$ cat src/rtl/qpm_pkg.sv
// rtl/qpm_pkg.sv - shared types and defaults for the query-patch SRAM sequencer
package qpm_pkg;

  typedef enum logic [1:0] {
    IDLE   = 2'd0,
    LOAD   = 2'd1,
    LOADED = 2'd2,
    READ   = 2'd3
  } qpm_state_e;

  localparam int QPM_DATA_WIDTH = 11;
  localparam int QPM_PATCH_SIZE = 5;
  localparam int QPM_PW         = QPM_DATA_WIDTH * QPM_PATCH_SIZE;
  localparam int QPM_ADDR_WIDTH = 9;
  localparam int QPM_DEPTH      = 512;
  localparam int QPM_RD_LATENCY = 2;
  localparam int QPM_FIFO_DEPTH = 4;

endpackage

$ cat src/rtl/qpm_skid_fifo.sv
// rtl/qpm_skid_fifo.sv - small output skid FIFO with occupancy count and sync clear
module qpm_skid_fifo #(
  parameter int WIDTH = 55,
  parameter int DEPTH = 4,
  localparam int AW   = $clog2(DEPTH)
) (
  input  logic             clk,
  input  logic             rst,
  input  logic             clr,
  input  logic             push,
  input  logic [WIDTH-1:0] push_data,
  input  logic             pop,
  output logic [WIDTH-1:0] pop_data,
  output logic [AW:0]      count,
  output logic             empty,
  output logic             full
);

  logic [WIDTH-1:0] mem [DEPTH];
  logic [AW-1:0]    wr_ptr;
  logic [AW-1:0]    rd_ptr;
  logic             do_push;
  logic             do_pop;

  assign empty    = (count == '0);
  assign full     = (count == (AW+1)'(DEPTH));
  assign do_push  = push && !full;
  assign do_pop   = pop && !empty;
  assign pop_data = mem[rd_ptr];

  always_ff @(posedge clk) begin
    if (do_push) mem[wr_ptr] <= push_data;
  end

  always_ff @(posedge clk) begin
    if (rst || clr) begin
      wr_ptr <= '0;
      rd_ptr <= '0;
      count  <= '0;
    end else begin
      if (do_push) wr_ptr <= wr_ptr + AW'(1);
      if (do_pop)  rd_ptr <= rd_ptr + AW'(1);
      case ({do_push, do_pop})
        2'b10:   count <= count + (AW+1)'(1);
        2'b01:   count <= count - (AW+1)'(1);
        default: count <= count;
      endcase
    end
  end

endmodule

$ cat src/rtl/query_patch_mem_ctrl.sv
// rtl/query_patch_mem_ctrl.sv - LOAD/READ sequencer for the query-patch SRAM wrapper
module query_patch_mem_ctrl
  import qpm_pkg::*;
#(
  parameter int DATA_WIDTH = QPM_DATA_WIDTH,
  parameter int PATCH_SIZE = QPM_PATCH_SIZE,
  parameter int ADDR_WIDTH = QPM_ADDR_WIDTH,
  parameter int DEPTH      = QPM_DEPTH,
  parameter int RD_LATENCY = QPM_RD_LATENCY,
  parameter int FIFO_DEPTH = QPM_FIFO_DEPTH
) (
  input  logic                             clk,
  input  logic                             rst,
  input  logic                             load_start,
  input  logic [ADDR_WIDTH:0]              load_count,
  input  logic                             in_valid,
  output logic                             in_ready,
  input  logic [DATA_WIDTH*PATCH_SIZE-1:0] in_patch,
  output logic                             load_done,
  input  logic                             rd_start,
  input  logic [ADDR_WIDTH-1:0]            rd_base,
  input  logic [ADDR_WIDTH:0]              rd_len,
  output logic                             out_valid,
  input  logic                             out_ready,
  output logic [DATA_WIDTH*PATCH_SIZE-1:0] out_patch,
  output logic                             out_last,
  output logic                             rd_done,
  output logic                             cmd_err,
  output logic                             busy,
  output logic                             mem_csb0,
  output logic                             mem_web0,
  output logic [ADDR_WIDTH-1:0]            mem_addr0,
  output logic [DATA_WIDTH*PATCH_SIZE-1:0] mem_wpatch0,
  output logic                             mem_csb1,
  output logic [ADDR_WIDTH-1:0]            mem_addr1,
  input  logic [DATA_WIDTH*PATCH_SIZE-1:0] mem_rpatch1
);

  localparam int PW = DATA_WIDTH * PATCH_SIZE;
  localparam int LW = ADDR_WIDTH + 1;
  localparam int CW = $clog2(FIFO_DEPTH) + 1;
  localparam logic [LW-1:0] DEPTH_L = LW'(DEPTH);

  qpm_state_e state, state_nxt;

  logic [LW-1:0]         load_count_q;
  logic [LW-1:0]         wr_cnt;
  logic [LW-1:0]         rd_len_q;
  logic [LW-1:0]         issued_cnt;
  logic [LW-1:0]         popped_cnt;
  logic [ADDR_WIDTH-1:0] rd_ptr;
  logic [RD_LATENCY-1:0] rd_vld_sr;
  logic                  load_done_q, rd_done_q, cmd_err_q;

  logic          load_cmd_ok, rd_cmd_ok, cmd_bad;
  logic          wr_fire, wr_last, issue, pop, rd_last_pop;
  logic [CW-1:0] fifo_count, inflight;
  logic [CW:0]   occupancy;
  logic          fifo_empty, fifo_full;
  logic [PW-1:0] fifo_data;

  assign load_cmd_ok = load_start && (state == IDLE || state == LOADED) &&
                       (load_count != '0) && (load_count <= DEPTH_L);
  // load_start wins a same-cycle collision, so the rd_start is reported as ignored
  assign rd_cmd_ok   = rd_start && !load_start && (state == LOADED);
  assign cmd_bad     = (load_start && !load_cmd_ok) || (rd_start && !rd_cmd_ok);

  assign wr_last     = wr_fire && ((wr_cnt + LW'(1)) == load_count_q);
  assign out_valid   = !fifo_empty;
  assign pop         = out_valid && out_ready;
  assign out_last    = out_valid && ((popped_cnt + LW'(1)) == rd_len_q);
  assign rd_last_pop = pop && out_last;
  assign out_patch   = out_valid ? fifo_data : '0;
  assign occupancy   = {1'b0, fifo_count} + {1'b0, inflight};

  assign load_done = load_done_q;
  assign rd_done   = rd_done_q;
  assign cmd_err   = cmd_err_q;

  always_comb begin
    inflight = '0;
    for (int i = 0; i < RD_LATENCY; i++) inflight = inflight + CW'(rd_vld_sr[i]);
  end

  always_ff @(posedge clk) begin
    if (rst) state <= IDLE;
    else     state <= state_nxt;
  end

  always_comb begin
    state_nxt = state;
    case (state)
      IDLE:    if (load_cmd_ok) state_nxt = LOAD;
      LOAD:    if (wr_last) state_nxt = LOADED;
      LOADED: begin
        if (load_cmd_ok)                        state_nxt = LOAD;
        else if (rd_cmd_ok && rd_len != '0)     state_nxt = READ;
      end
      READ:    if (rd_last_pop) state_nxt = LOADED;
      default: state_nxt = IDLE;
    endcase
  end

  always_comb begin
    in_ready    = 1'b0;
    busy        = 1'b0;
    wr_fire     = 1'b0;
    issue       = 1'b0;
    mem_csb0    = 1'b1;
    mem_web0    = 1'b1;
    mem_addr0   = '0;
    mem_wpatch0 = '0;
    mem_csb1    = 1'b1;
    mem_addr1   = '0;
    case (state)
      LOAD: begin
        in_ready = 1'b1;
        busy     = 1'b1;
        wr_fire  = in_valid;
        if (in_valid) begin
          mem_csb0    = 1'b0;
          mem_web0    = 1'b0;
          mem_addr0   = wr_cnt[ADDR_WIDTH-1:0];
          mem_wpatch0 = in_patch;
        end
      end
      READ: begin
        busy = 1'b1;
        // reserve a FIFO slot for every read still travelling through the macro
        issue = (issued_cnt < rd_len_q) && (occupancy < (CW+1)'(FIFO_DEPTH));
        if (issue) begin
          mem_csb1  = 1'b0;
          mem_addr1 = rd_ptr;
        end
      end
      default: ;
    endcase
  end

  always_ff @(posedge clk) begin
    if (rst) begin
      load_count_q <= '0;
      wr_cnt       <= '0;
      rd_len_q     <= '0;
      issued_cnt   <= '0;
      popped_cnt   <= '0;
      rd_ptr       <= '0;
      rd_vld_sr    <= '0;
      load_done_q  <= 1'b0;
      rd_done_q    <= 1'b0;
      cmd_err_q    <= 1'b0;
    end else begin
      load_done_q <= wr_last;
      rd_done_q   <= rd_last_pop || (rd_cmd_ok && rd_len == '0);
      cmd_err_q   <= cmd_bad;
      // clearing the valid pipe on reset is what squashes reads still in the macro
      rd_vld_sr   <= (rd_vld_sr << 1) | RD_LATENCY'(issue);

      if (load_cmd_ok) begin
        load_count_q <= load_count;
        wr_cnt       <= '0;
      end else if (wr_fire) begin
        wr_cnt <= wr_cnt + LW'(1);
      end

      if (rd_cmd_ok) begin
        rd_len_q   <= rd_len;
        rd_ptr     <= rd_base;
        issued_cnt <= '0;
        popped_cnt <= '0;
      end else begin
        if (issue) begin
          rd_ptr     <= rd_ptr + ADDR_WIDTH'(1);
          issued_cnt <= issued_cnt + LW'(1);
        end
        if (pop) popped_cnt <= popped_cnt + LW'(1);
      end
    end
  end

  qpm_skid_fifo #(
    .WIDTH (PW),
    .DEPTH (FIFO_DEPTH)
  ) u_skid_fifo (
    .clk       (clk),
    .rst       (rst),
    .clr       (rd_cmd_ok),
    .push      (rd_vld_sr[RD_LATENCY-1]),
    .push_data (mem_rpatch1),
    .pop       (pop),
    .pop_data  (fifo_data),
    .count     (fifo_count),
    .empty     (fifo_empty),
    .full      (fifo_full)
  );

endmodule

$ cat config.mk
export PLATFORM = sky130hd
export DESIGN_NAME = query_patch_mem_ctrl
export DESIGN_NICKNAME = d
export VERILOG_FILES = /design/src/rtl/qpm_pkg.sv /design/src/rtl/qpm_skid_fifo.sv /design/src/rtl/query_patch_mem_ctrl.sv
export SDC_FILE = /design/constraint.sdc
export NUM_CORES = 1
export LEC_CHECK = 0
export ABC_AREA = 0
export CORE_MARGIN = 2
export CORE_UTILIZATION = 45
export CTS_CLUSTER_DIAMETER = 30
export DETAILED_ROUTE_END_ITERATION = 16
export DONT_BUFFER_PORTS = 1
export GPL_TIMING_DRIVEN = 0
export PLACE_DENSITY = 0.59
export SLEW_MARGIN = 20
export SYNTH_ARGS = -nofsm -noshare
export SYNTH_HDL_FRONTEND = slang
export SYNTH_SLANG_ARGS = --single-unit
$ cat constraint.sdc
create_clock -name clk -period 3.5 [get_ports clk]
set_clock_uncertainty 0.2 [all_clocks]
set_input_delay 0.525 -clock clk [delete_from_list [all_inputs] [get_ports clk]]
set_output_delay 0.525 -clock clk [all_outputs]
set_load 0.01 [all_outputs]
==> run metrics, run 1 <==
status=finished, final reports clean; Cells after Synth=930; Max-cap violations=0; filler-free cell count of the finished design=1510; GRT overflow=0; wire per inst=between 15 and 20 µm; Core ar.=27900 µm²; Diodes inserted=0; Synth Cell Area=12900 µm²; Area Growth Syn to Fin=27.8%; 1st-pass router iterations=5; slowest stage cell, crit path=dfxtp_1; DRC viols=0; routed vias=around 8k; NumNets Final=1247; CTS tree=built; starting density of the core=46.0%; Num CTS Buffers=61; Tmin final=3.33 ns; critical path arrival=2.61 ns; Least-Margin Pin Slew=about 0.7 ns; Clock Sinks=295; slowest cell delay on critical path=0.43 ns; GPL Wtd Cong=0.785; mean number of vias per cell=5.36; Max Clock Freq=300 MHz; Mapped Nets=1096; class of the most critical setup path=reg2out; layout cells sized above 1=16.2%; synth unique cells=59; largest net degree at the start of global routing=44; Root Buffer=clkbuf_16; final setup violation count=0; htree depth=2; Rel. slew slack=53.4%; Synth Warn #=0; Avg Inst Size Synth=13.8 µm²; Detailed Route WL=about 29000 µm; Critical Path RT=2.77 ns; antenna violations before repair=0; input/output buffers=0; Post-synth EDFFs=220; Power Density=593 nW/µm²; Clock transition at path regs=0.04 ns; Max Slew Vio Count=0; final setup margin=0.169 ns; placed cell count=1312; worst-path cell chain=inv_1, ha_1, a21oi_1, nand2_1, a31oi_4, a21boi_2, buf_6, and2_1; DIE WIDTH=173 µm; period utilisation layout=95.2%; filler instances=2209; Hold Path Class=in2reg; clock tree buffer depth=3; sequential share of the synthesized area=between 60% and 70%; 1st-iter DRT viols=388; crit-path max FO=19; RSZ-0062 raised after global routing=no; Peak VDD IR=around 0.48 mV; Critical Path Start Type=flop; post-route ant nets=0; Final Hold Viols=0; DP Worst Slack=around 0.3 ns; io pins=283; Final HPWL DP=18800 µm; Leakage=5.69 nW; Post CTS Setup Buffer Count=0; vias in the first global route=8460; share of flip-flops with an asynchronous set or reset=0%; Skew-Pair Late Insertion Delay=0.56 ns; GR Util All Layers=19.3%; Yosys reg bits=295; Die Y=173 µm; Site Rows=between 60 and 70; Most used DFF post-synth=edfxtp_1; CP endpoint kind=primary output; first-pass GRT wire length=between 40000 and 50000 µm; Die Area=29900 µm²
-- cell usage in the layout (no fill, tap or decap), types with 3 or more instances in the layout --
cell	instances
o31ai_1	4
clkinv_1	11
xnor2_1	36
o211ai_1	6
inv_1	23
dfxtp_1	75
nand3_1	15
a21oi_1	32
or4_1	3
nand4b_1	3
a211oi_1	9
nor2_1	65
or3_1	7
buf_2	10
and3_1	70
mux4_2	55
and2_4	4
a21o_1	3
clkbuf_16	62
clkinvlp_4	5
dlygate4sd3_1	86
nor4_1	4
clkbuf_1	52
xor2_1	17
nand4_1	10
clkinv_2	11
edfxtp_1	220
mux2i_1	11
bufinv_16	10
nor3b_1	4
nor3_1	9
ha_1	19
nand2_1	51
buf_16	4
and2_1	67
o21ai_0	14
-- critical path, delay by kind of cell, from the launching register on --
family          cells  cell delay [ns]
fa+ha+maj           1             0.22
buf+inv             2             0.35
flops               1             0.43
simple gates        2             0.34
compound gates      3             0.70
-- cell type report --
cell class	count	area [µm²]	share of cell area, %
Timing Repair Buffer	90	971	5.91
Buffer	56	236	1.44
Multi-Input combinational cell	552	4440	27.1
Sequential cell	295	8110	49.4
Clock inverter	40	484	2.95
Tap cell	378	473	2.88
Clock buffer	74	1620	9.84
Inverter	25	93.8	0.571
-- routing by layer --
metal | vias up | global-route usage, % | share of wire (%) | wire, µm
met5 | - | 0 | 0 | 0
met4 | 0 | 4.06 | 1.5 | 421
met3 | 42 | 4.16 | 5.5 | 1600
met2 | 251 | 32.0 | 48 | 14000
met1 | 4004 | 26.2 | 45 | 13000
li1 | 3798 | - | - | -
-- cells in the mapped netlist, types with 3 or more instances --
master | n | area share [%]
edfxtp_1 | 220 | 51
dfxtp_1 | 75 | 12
and2_1 | 71 | 3.5
and3_1 | 70 | 3.4
nor2_1 | 65 | 1.9
mux4_2 | 55 | 9.6
nand2_1 | 51 | 1.5
clkbuf_1 | 46 | 1.3
xnor2_1 | 36 | 2.5
a21oi_1 | 33 | 1.3
inv_1 | 23 | 0.67
ha_1 | 20 | 1.9
xor2_1 | 17 | 1.2
nand3_1 | 15 | 0.58
o21ai_0 | 14 | 0.55
mux2i_1 | 11 | 0.86
buf_2 | 10 | 0.39
nand4_1 | 10 | 0.49
a211oi_1 | 9 | 0.53
nor3_1 | 9 | 0.35
or3_1 | 7 | 0.34
o211ai_1 | 6 | 0.35
nor3b_1 | 4 | 0.23
nor4_1 | 4 | 0.19
o31ai_1 | 4 | 0.23
a21o_1 | 3 | 0.18
nand4b_1 | 3 | 0.20
or4_1 | 3 | 0.18
-- logic make-up (layout without fill, tap and decap cells) --
logic type,count (synthesis),count (layout),share of synthesized area (%)
compound gates,88,88,4.50
xor+xnor,53,53,3.61
fa+ha+maj,21,21,2.10
buf+inv,83,285,2.58
flops,295,295,63.1
mux,66,66,10.5
simple gates,324,324,13.6
-- power breakdown --
part           total (mW)  switching [mW]  internal (mW)
Combinational       0.223           0.118          0.105
Sequential           3.78         0.00948           3.77
Clock                5.74            1.76           3.99
Total                9.75            1.89           7.86
-- state kept, by name, summed over array words and instances (netlist names), 3 cells and up, named ones only --
signal / flops
issued_cnt: 10
popped_cnt: 10
u_skid_fifo.count: 3
load_count_q: 10
rd_len_q: 10
rd_ptr: 9
u_skid_fifo.mem: 220
wr_cnt: 10
-- through the flow --
step,setup TNS [ns],utilization [%],hold slack [ns],area [µm²],power (mW)
floorplan,0,-,0.245,12900,3.93
global placement,-146.82,47.7,0.258,13300,3.96
detailed placement,0,48.2,0.262,13500,3.96
CTS,0,58.7,0.00184,16400,9.84
global route,0,58.8,0.0386,16400,10.1
finish,0,58.8,0.0241,16400,9.75
-- path summary, 6_finish.rpt --
check,startpoint,end,slack [ns],cells past startpoint
min reg2reg,rd_vld_sr[0],rd_vld_sr[1],0.26,1
max,rd_len_q[8],mem_addr1[2],0.17,8
min,rd_len[9],rd_done,0.02,3
max reg2reg,u_skid_fifo.count[0],u_skid_fifo.count[2],0.79,10
-- repair_timing --
| action | in CTS | in global routing |
|---|---|---|
| gates resized for setup | 0 | 9 |
| endpoints found under the setup margin | 35 | 11 |
| endpoints found under the hold margin | 251 | 0 |
| hold buffers | 86 | 0 |
No activity file was read; power rests on OpenSTA's default activity.
==> run 2, diff against run 1 <==
--- a/config.mk
+++ b/config.mk
@@ -12,7 +12,6 @@
 export DETAILED_ROUTE_END_ITERATION = 16
 export DONT_BUFFER_PORTS = 1
 export GPL_TIMING_DRIVEN = 0
-export PLACE_DENSITY = 0.59
 export SLEW_MARGIN = 20
 export SYNTH_ARGS = -nofsm -noshare
 export SYNTH_HDL_FRONTEND = slang
==> run 2 against run 1 <==
Against the previous run: non-clock buffer count rose by 2; count of clock-buffer cells in the layout down 11; via count rose by 0.44%; critical path type unchanged; critical endpoint is now out_patch[44]; largest power group unchanged.
==> run metrics, run 2 (synthesized netlist as in run 1, its figures left out) <==
Tmin final=about 3.3 ns; Leakage=5.72 nW; Sw Share=19.7%; class of the most critical setup path=reg2out; GR Util All Layers=19.3%; filler-free cell count of the finished design=about 1.5k; register area=8110 µm²; Final Hold Viols=0; Power Density=604 nW/µm²; routed vias=8131; Critical R2R Capture=rd_ptr[2]; internal power=8.00 mW; Worst Setup EP=out_patch[44]; first-pass GRT wire length=46100 µm; Core ar.=27900 µm²; GPL Wtd Cong=0.764; 1st-pass router iterations=5; largest net degree at the start of global routing=43; Detailed Route WL=29200 µm; GRT overflow=0; Die Y=173 µm; area of the multi-input gates=4440 µm²; final setup violation count=0; GRT Max-Usage Layer=met2; RSZ-0062 raised after global routing=no; Site Rows=61; io pins=283; logic gate share of total power=about 2.3%; CTS tree=built; Crit Reg-Reg Startpoint=rd_len_q[5]; critical path arrival=2.59 ns; Critical Path Start Type=flop; starting density of the core=46.0%; Least-Margin Pin Slew=between 0.7 and 0.8 ns; Max-cap violations=0; Clock Sinks=295; Max Clock Freq=302 MHz; DRC viols=0; Final HPWL DP=between 15000 and 20000 µm; status=finished, final reports clean; clock power share=between 50 and 60%; Peak VDD IR=0.374 mV; 1st-iter DRT viols=between 300 and 400; wire per inst=approximately 19 µm; Root Buffer=clkbuf_16; input/output buffers=0; crit-path max FO=10; Skew-Pair Late Insertion Delay=between 0.5 and 0.6 ns; Sequential Power Share=37.9%; DIE WIDTH=173 µm; antenna violations before repair=2; setup_tns=0 ns; mean number of vias per cell=5.39; max reg flops=220; Area Growth Syn to Fin=28.4%; GR Util met2=a little under a third; Die Area=29900 µm²; R2R Setup Slk=0.82 ns; Net Sw Power=1.96 mW; Top reg by flops=u_skid_fifo.mem; R2R depth=11; NumNets Final=approximately 1.2k; period utilisation layout=between 90 and 100%; leading cell types in the layout, fill and taps excluded=220 x edfxtp_1, 86 x dlygate4sd3_1, 75 x dfxtp_1; Num CTS Buffers=58; placed cell count=roughly 1.3k; layout cells sized above 1=between 15 and 20%; filler instances=about 2.2k; clock tree buffer depth=3; met3 Track Usage GR=around 4.8%; most common cell after layout, fill and taps aside=edfxtp_1; vias in the first global route=8403; post-route ant nets=0; Clock transition at path regs=0.05 ns; Rel. slew slack=51.8%; GR Util met1=between 20% and 30%; Max Slew Vio Count=0; Critical Path RT=2.77 ns; CP endpoint kind=primary output; htree depth=2; Cells on Worst Hold Path=3; Hold Path Class=in2reg
-- run 2: changes by cell type in the layout (fill, tap and decap cells not counted) --
cell	change
clkbuf_1	-7
diode_2	+2
clkinv_4	+4
clkinv_2	-2
clkinv_1	-7
a31oi_4	-1
buf_4	+2
bufinv_16	+4
a2111oi_1	-1
a2111oi_2	+1
a31oi_2	+1
inv_6	+5
clkbuf_16	-4
clkinvlp_4	+2
-- run 2: metal layers --
metal	wire length (µm)	part of all wire (%)
met3	1850	6.3
met4	485	1.7
met5	0	0
met1	13000	45
met2	13800	47
-- run 2: through the flow --
stage	power, mW	hold WS [ns]	utilization, %	instance area, µm²	worst slack [ns]
2_1_floorplan	3.93	0.245	-	12900	0.634
3_3_place_gp	3.96	0.264	47.7	13300	-0.640
3_5_place_dp	3.96	0.263	48.1	13400	0.355
4_1_cts	10.1	0.0276	58.9	16500	0.0426
5_1_grt	10.3	0.0692	59.0	16500	0.00639
6_report	9.96	0.0435	59.0	16500	0.190
-- run 2: cell type report --
class	instances	share of cell area, %
inverters	25	0.569
well taps	378	2.87
clock inverters	46	4.01
multi-input cells	552	26.9
clock buffers	63	9.03
repair buffers	92	5.98
plain buffers	56	1.43
diodes	2	0.0303
flip-flops and latches	295	49.2
-- run 2: power groups by stage --
stage	clock network, mW	logic (mW)	registers, mW
floorplan	0	0.0933	3.84
global placement	0	0.117	3.84
detailed placement	0	0.119	3.84
CTS	6.06	0.225	3.78
global route	6.25	0.248	3.77
finish	5.95	0.225	3.78
-- run 2: worst min-delay path by stage --
stage	from	end	slack, ns
finish	rd_len[1]	rd_done	0.04
floorplan	rd_vld_sr[0]	rd_vld_sr[1]	0.24
CTS	rd_len[9]	rd_done	0.03
global placement	rd_vld_sr[0]	rd_vld_sr[1]	0.26
global route	rd_len[1]	rd_done	0.07
detailed placement	rd_vld_sr[0]	rd_vld_sr[1]	0.26
-- run 2: worst max-delay path, stage by stage, from the launching register on --
cell and delay (ns):
dfxtp_1 0.30, clkbuf_1 0.48, clkbuf_1 0.56, mux4_2 0.42
and2_1 0.26
-- run 2: repair_timing --
item,in CTS,in global routing
pin swaps,0,1
hold endpoints to repair,250,0
buffers inserted,0,2
resized for setup,1,8
gates cloned,0,0
hold buffers,86,0
setup endpoints to repair,28,11
